**config.mk**
```make
export PLATFORM = sky130hd
export DESIGN_NAME = uart_tx_frame
export DESIGN_NICKNAME = d
export VERILOG_FILES = /design/src/rtl/uart_tx_frame.sv
export SDC_FILE = /design/constraint.sdc
export NUM_CORES = 1
export LEC_CHECK = 0
export BUFFER_PORTS_ARGS = -buffer_cell sky130_fd_sc_hd__buf_2
export CORE_ASPECT_RATIO = 0.75
export CORE_MARGIN = 2
export CORE_UTILIZATION = 35
export DETAILED_ROUTE_END_ITERATION = 6
export SETUP_SLACK_MARGIN = 0.1
export SLEW_MARGIN = 20
export SYNTH_ARGS = -nofsm -noshare
export SYNTH_HDL_FRONTEND = slang
export SYNTH_SLANG_ARGS = --single-unit
```
**constraint.sdc**
```tcl
create_clock -name clk_TX -period 1.7 [get_ports clk_TX]
set_input_delay 0.51 -clock clk_TX [delete_from_list [all_inputs] [get_ports clk_TX]]
set_output_delay 0.51 -clock clk_TX [all_outputs]
set_load 0.05 [all_outputs]
```
**src/rtl/uart_tx_frame.sv**
```systemverilog
// ---------------------------------------------------------------------------
// uart_tx_frame
//   UART transmitter. Serialises one parallel word per accepted Data_Valid
//   into a frame: start bit (0), DATA_WIDTH data bits LSB first, an optional
//   parity bit, then one stop bit (1). One bit per clk_TX cycle.
//
// Ports
//   clk_TX      in   TX bit clock, rising-edge
//   rst         in   asynchronous active-high reset
//   P_DATA      in   parallel word, captured on acceptance
//   Data_Valid  in   send request, accepted only while idle
//   PAR_EN      in   1 = append parity bit, captured on acceptance
//   PAR_TYP     in   0 = even, 1 = odd parity, captured on acceptance
//   TX_OUT      out  serial line, registered, idles high
//   busy        out  high while a frame (start..stop) is on the line
// ---------------------------------------------------------------------------
module uart_tx_frame #(
    parameter int DATA_WIDTH = 8
) (
    input  logic                  clk_TX,
    input  logic                  rst,
    input  logic [DATA_WIDTH-1:0] P_DATA,
    input  logic                  Data_Valid,
    input  logic                  PAR_EN,
    input  logic                  PAR_TYP,
    output logic                  TX_OUT,
    output logic                  busy
);

    localparam int CNT_W = (DATA_WIDTH > 1) ? $clog2(DATA_WIDTH) : 1;

    typedef enum logic [2:0] {
        IDLE,
        START,
        DATA,
        PARITY,
        STOP
    } state_t;

    state_t                  state_reg,   state_next;
    logic [CNT_W-1:0]        cnt_reg,     cnt_next;
    logic [DATA_WIDTH-1:0]   shift_reg,   shift_next;
    logic                    par_en_reg,  par_en_next;
    logic                    par_bit_reg, par_bit_next;
    logic                    tx_reg,      tx_next;
    logic                    busy_reg,    busy_next;

    always_ff @(posedge clk_TX or posedge rst) begin
        if (rst) begin
            state_reg   <= IDLE;
            cnt_reg     <= '0;
            shift_reg   <= '0;
            par_en_reg  <= 1'b0;
            par_bit_reg <= 1'b0;
            tx_reg      <= 1'b1;
            busy_reg    <= 1'b0;
        end else begin
            state_reg   <= state_next;
            cnt_reg     <= cnt_next;
            shift_reg   <= shift_next;
            par_en_reg  <= par_en_next;
            par_bit_reg <= par_bit_next;
            tx_reg      <= tx_next;
            busy_reg    <= busy_next;
        end
    end

    // The line value is computed for the state being entered, so TX_OUT and
    // busy are both plain flops that change together on the same edge.
    always_comb begin
        state_next   = state_reg;
        cnt_next     = cnt_reg;
        shift_next   = shift_reg;
        par_en_next  = par_en_reg;
        par_bit_next = par_bit_reg;
        tx_next      = tx_reg;

        case (state_reg)
            IDLE: begin
                tx_next = 1'b1;
                if (Data_Valid) begin
                    state_next   = START;
                    shift_next   = P_DATA;
                    par_en_next  = PAR_EN;
                    // Even parity bit = XOR of data; odd parity inverts it.
                    par_bit_next = (^P_DATA) ^ PAR_TYP;
                    tx_next      = 1'b0;
                end
            end
            START: begin
                state_next = DATA;
                cnt_next   = '0;
                tx_next    = shift_reg[0];
            end
            DATA: begin
                if (cnt_reg == CNT_W'(DATA_WIDTH - 1)) begin
                    if (par_en_reg) begin
                        state_next = PARITY;
                        tx_next    = par_bit_reg;
                    end else begin
                        state_next = STOP;
                        tx_next    = 1'b1;
                    end
                end else begin
                    // Shift right so the next data bit is always at index 0.
                    cnt_next   = cnt_reg + CNT_W'(1);
                    shift_next = shift_reg >> 1;
                    tx_next    = shift_next[0];
                end
            end
            PARITY: begin
                state_next = STOP;
                tx_next    = 1'b1;
            end
            STOP: begin
                state_next = IDLE;
                tx_next    = 1'b1;
            end
            default: begin
                state_next = IDLE;
                tx_next    = 1'b1;
            end
        endcase

        busy_next = (state_next != IDLE);
    end

    assign TX_OUT = tx_reg;
    assign busy   = busy_reg;

endmodule

```
# --- Yosys cells after proc, flatten, opt, wreduce, memory -nomap -nowiden ---
# Index checks and enable logic that the tools add are counted.
classes:
  n_addsub: 1
  eq_ne: 6
  n_mux: 13
  n_bitwise: 1
  n_reduce_logical: 8
op_table:
  columns: ["cell", "count"]
  rows:
  - ["8-bit 2-to-1 mux", 2]
  - ["8-bit one-hot mux with 2 select lines", 1]
  - ["3-bit 2-to-1 mux", 4]
  - ["3-bit one-hot mux with 4 select lines", 1]
  - ["8-bit XOR reduction", 1]
  - ["3-bit by 2-bit == test with 1-bit output (second input constant)", 2]
  - ["3-bit one-hot mux with 2 select lines", 1]
  - ["2-bit inequality test (second input constant)", 2]
  - ["2-bit AND reduction", 2]
  - ["2-bit nonzero test", 2]
  - ["3-bit by 1-bit adder with 3-bit output (second input constant)", 1]
  - ["3-bit by 1-bit == test with 1-bit output (second input constant)", 1]
  - ["3-bit == test (second input constant)", 1]
  - ["3-bit zero test", 1]
  - ["1-bit 2-to-1 mux", 3]
  - ["1-bit one-hot mux with 3 select lines", 1]
  - ["3-bit AND reduction", 1]
  - ["3-bit nonzero test", 1]
  - ["1-bit bitwise XOR", 1]
word_totals:
  regBits: 18
  inputBits: 13
  out_inout_bits: 2
  elab_cells: 36

# --- Longest topological paths before layout ---
logic_depth:
  depth_word: 4
  ltp_mapped: 7
  mapped_depth_nobuf: 6

# --- Least setup slack after synthesis ---
# Ideal clock, no wire load.
synth_timing:
  path_kind: "register to register"
  startpoint: "register cnt_reg[0]"
  endpoint: "register shift_reg[3]"
  setup_ns: 0.131
  arrival_time_ns: 1.327
  required_time_ns: 1.569
  slack_ns: 0.242
  stages_incl_launch_ff: 8
  n_path_buf: 1
  period_less_slack_ns: 1.458
  cell_sequence: "dfrtp_1 ha_1 ha_1 nor2b_1 o21ai_2 buf_2 nand2_1 o21ai_0"
synth_between:
  elab_chain_len: 3
synth_lines:
  columns: ["element", "line", "rtl"]
  rows:
  - ["start, declared", "41", "logic [CNT_W-1:0] cnt_reg, cnt_next;"]
  - ["start signal, assigned", "59", "cnt_reg <= cnt_next;"]
  - ["3-bit == test", "96", "if (cnt_reg == CNT_W'(DATA_WIDTH - 1)) begin"]
  - ["2-bit inequality test (no line)", null, null]
  - ["3-bit AND reduction (no line)", null, null]
  - ["end signal, assigned", "60", "shift_reg <= shift_next;"]
  - ["end, declared", "42", "logic [DATA_WIDTH-1:0] shift_reg, shift_next;"]
# Every way passes these cells.
# A chain may end at the register's enable or synchronous reset.

# --- Final worst setup path ---
layout_timing:
  startpoint: "register tx_reg, in the netlist TX_OUT"
  endpoint: "output port TX_OUT"
layout_lines:
  columns: ["element", "line", "rtl"]
  rows:
  - ["start, declared", "45", "logic tx_reg, tx_next;"]
  - ["start signal, assigned", "63", "tx_reg <= tx_next;"]
  - ["end, declared", "26", "output logic TX_OUT,"]
# No word-level cell between the ends.

==> results_dict.tcl <==
set metrics [dict create \
    via_count 702 \
    xor_xnor_share_of_the_synthesized_area_pct 7.95 \
    setup.worst_path.class "register to output pin" \
    yosysMostFrequentCell "sky130_fd_sc_hd__dfrtp_1" \
    globalRoute.totalOverflow 0 \
    power.combinational.fraction_pct 49.5 \
    wire_length_of_the_first_global_routing_pass_mm 3.16 \
    cts_hold_buf 0 \
    power.density_cell_area_nw_per_um2 1780 \
    tightestPinTransition_ns 0.405 \
    worst_slew_margin_relative_to_its_limit_pct 73.0 \
    worst_hold_path_type "primary input to async pin" \
    p_leak_nw 0.530 \
    yosys.area.top_type "sky130_fd_sc_hd__dfrtp_1" \
    finalNonFillerCells 142 \
    grt_pass1_vias 682 \
    netlist-cell-type-count 28 \
    final-setup-viol-count 0 \
    max_stage_delay_ns 0.53 \
    ys.flop_type "sky130_fd_sc_hd__dfrtp_1" \
    final.setup.worst_slack_ns 0.149 \
    tritoncts.num_buffers 3 \
    start_util_pct 36.6 \
    die_height_um 49.0 \
    net-switching-power_w 0.000796 \
    clock-skew-final_ns 0.00446 \
    synth-compound-area-share_pct 15.1 \
    gp_routability_congestion 0.722 \
    finalMaxSlewViolations 0 \
    tns_ns 0 \
    synthArstFlopShare_pct 100 \
    critical_path.endpoint_type "output pin" \
    quantity_of_i_o_buffers_inserted_on_ports 14 \
    critPathMaxFanout 1 \
    path_cells "clkbuf_4" \
    drt_first_iter_violations 17 \
    synth_enable_flop_cells 0 \
    detail_route.vias_per_cell 4.94 \
    routed_wire_length_per_instance_um 12.1 \
    pwr-share-clk_pct 13.1 \
    dominant_combinational_cell_family_by_area_after_synthesis "compound AO/OA/AOI/OAI gates" \
    synthesis.yosys.warnings 0 \
    detail_route.first_pass.iterations 4 \
    grt_start_max_net_pins 19 \
    cell_type_of_the_slowest_stage_on_the_worst_timing_path "sky130_fd_sc_hd__dfstp_2" \
    max-clock-path-buffers 2 \
    synthMuxAreaShare_pct 10.9 \
    rsz0062_at_grt "no" \
    placed_cells 138 \
    synth-adder-area-share_pct 2.65 \
    drt-total-wl_mm 1.73 \
    seq_power_share_pct 37.4 \
    synth.area.top_cells "sky130_fd_sc_hd__dfrtp_1, sky130_fd_sc_hd__mux2i_1, sky130_fd_sc_hd__o21ai_0" \
    layout_worst_path_cycle_share_pct 91.2 \
    largest_register_ff_count 8 \
    internal-power_w 0.00122 \
    max_freq_ghz 0.645 \
    reg2reg_setup_slack_ns 0.23 \
    worst_r2r_path_depth 5 \
    synth_sequential_area_ratio_pct 47.8 \
    antenna_left 0 \
    rr_startpoint "cnt_reg[0]" \
    place_worst_setup_slack_ns 0.0877 \
    clkSlewWorstSetupHoldPaths_ns 0.10 \
    rr_endpoint "cnt_reg[1]" \
    startpoint_type "register" \
    placeable_core_area_sq_um 2580 \
    synth.ff_latch_count 18 \
    synthesis.area_per_instance_sq_um 10.9 \
    critical_path.n_buffers_inverters 1 \
    outcome "completed" \
    irDropWorstVdd_mv 0.574 \
    synthDominantCellAreaShare_pct 45.0 \
    rows 16 \
    critPathTopFamily "flip-flops" \
    fin_crit_ns 1.55 \
    worst-endpoint-required_ns 1.19 \
    final_hold_viol_count 0 \
    p_sw_share_pct 39.4 \
    io_pins 15 \
    remaining_drc_errors 0 \
    finalNetCount 122 \
    clock_sink_count 18 \
    critPathArrivalTime_ns 1.04 \
    grtUsageTotal_pct 13.3 \
    fp.dieArea_sq_um 3130 \
    htreeDepth 1 \
    syn_to_final_growth_pct 19.9 \
    synth.net_count 102 \
    cts_tree "done" \
    clock_insertion_delay_worst_skew_ns 0.30 \
    cts_post_setup_buffers_inserted 0 \
    drv.max_cap_violation_count 0 \
    antenna_cells 0 \
    post-dp-hpwl_mm 1.32 \
    synthesis.area_sq_um 945 \
    clk_root_buffer_cell "sky130_fd_sc_hd__clkbuf_4" \
    synth_commonest_cells "sky130_fd_sc_hd__dfrtp_1, sky130_fd_sc_hd__o21ai_0, sky130_fd_sc_hd__nand2_1" \
    final_core_utilization_pct 43.8 \
    syn-instance-count 87 \
    synth_simple_gate_area_share_pct 11.3 \
    dieWidth_um 64.0 \
    initial_antenna_violation_count 0 \
    layout-drive-gt1-share_pct 29.2 \
]
==> metal layers <==
metal | track usage, % | wire (um) | up-vias | part of all wire, %
met5 | 0 | 0 | - | 0
met4 | 6.52 | 38 | 0 | 2.2
met1 | 17.3 | 791 | 344 | 46
met3 | 3.46 | 66 | 5 | 3.8
met2 | 20.3 | 828 | 11 | 48
li1 | - | - | 342 | -
==> through the flow <==
step	area (sq um)	power [W]	hold WS, ns
after floorplan	945	0.00153	0.448
after global placement	1070	0.00169	0.465
after detailed placement	1070	0.00172	0.475
after CTS	1110	0.00199	0.202
after global routing	1130	0.00220	0.224
final	1130	0.00202	0.202
==> worst max path at each step <==
stage	start	end	slack, ns	cells after the start
after floorplan	cnt_reg[0]	shift_reg[3]	0.24	7
after global placement	P_DATA[2]	par_bit_reg	0.1	5
after detailed placement	cnt_reg[0]	shift_reg[4]	0.09	5
after CTS	cnt_reg[0]	shift_reg[4]	0.08	5
after global routing	cnt_reg[0]	TX_OUT	0.1	6
final	TX_OUT	TX_OUT	0.15	1
==> layout make-up <==
cell class | instances | area (sq um)
Fill cell | 245 | 1450
Inverter | 4 | 15.0
Sequential cell | 18 | 452
Timing Repair Buffer | 19 | 110
Multi-Input combinational cell | 61 | 474
Tap cell | 36 | 45.0
Clock buffer | 4 | 36.3
==> logic make-up after synthesis <==
logic type               after synthesis
AO/OA/AOI/OAI                         22
AND/OR/NAND/NOR                       20
flip-flops                            18
multiplexers                          10
buffers and inverters                  8
XOR/XNOR                               7
adder cells (fa/ha/maj)                2
==> repair_timing <==
action	4_1_cts	5_1_grt
gates resized for setup	0	7
endpoints found under the setup margin	4	13
gates cloned	0	0
==> placed cells by master, fill, tap and decap left out, drive strengths merged, types with 2 or more instances in the layout <==
| master | count |
|---|---|
| nand2 | 9 |
| o21ai | 12 |
| mux2i | 8 |
| clkbuf | 5 |
| a22o | 5 |
| nor2 | 3 |
| ha | 2 |
| buf | 18 |
| dfrtp | 17 |
| inv | 4 |
| mux2 | 2 |
| xor2 | 2 |
| nor3b | 2 |
| xnor2 | 4 |
| nor3 | 2 |
| a21oi | 2 |
==> power by group through the flow <==
stage	logic, W	clock network (W)	registers, W
5_1_grt	0.00112	0.000296	0.000779
2_1_floorplan	0.000703	0	0.000826
4_1_cts	0.000957	0.000279	0.000755
3_5_place_dp	0.000956	0	0.000763
6_report	0.000999	0.000263	0.000756
3_3_place_gp	0.000931	0	0.000761
Note: power is estimated with default switching activity, not from simulation.
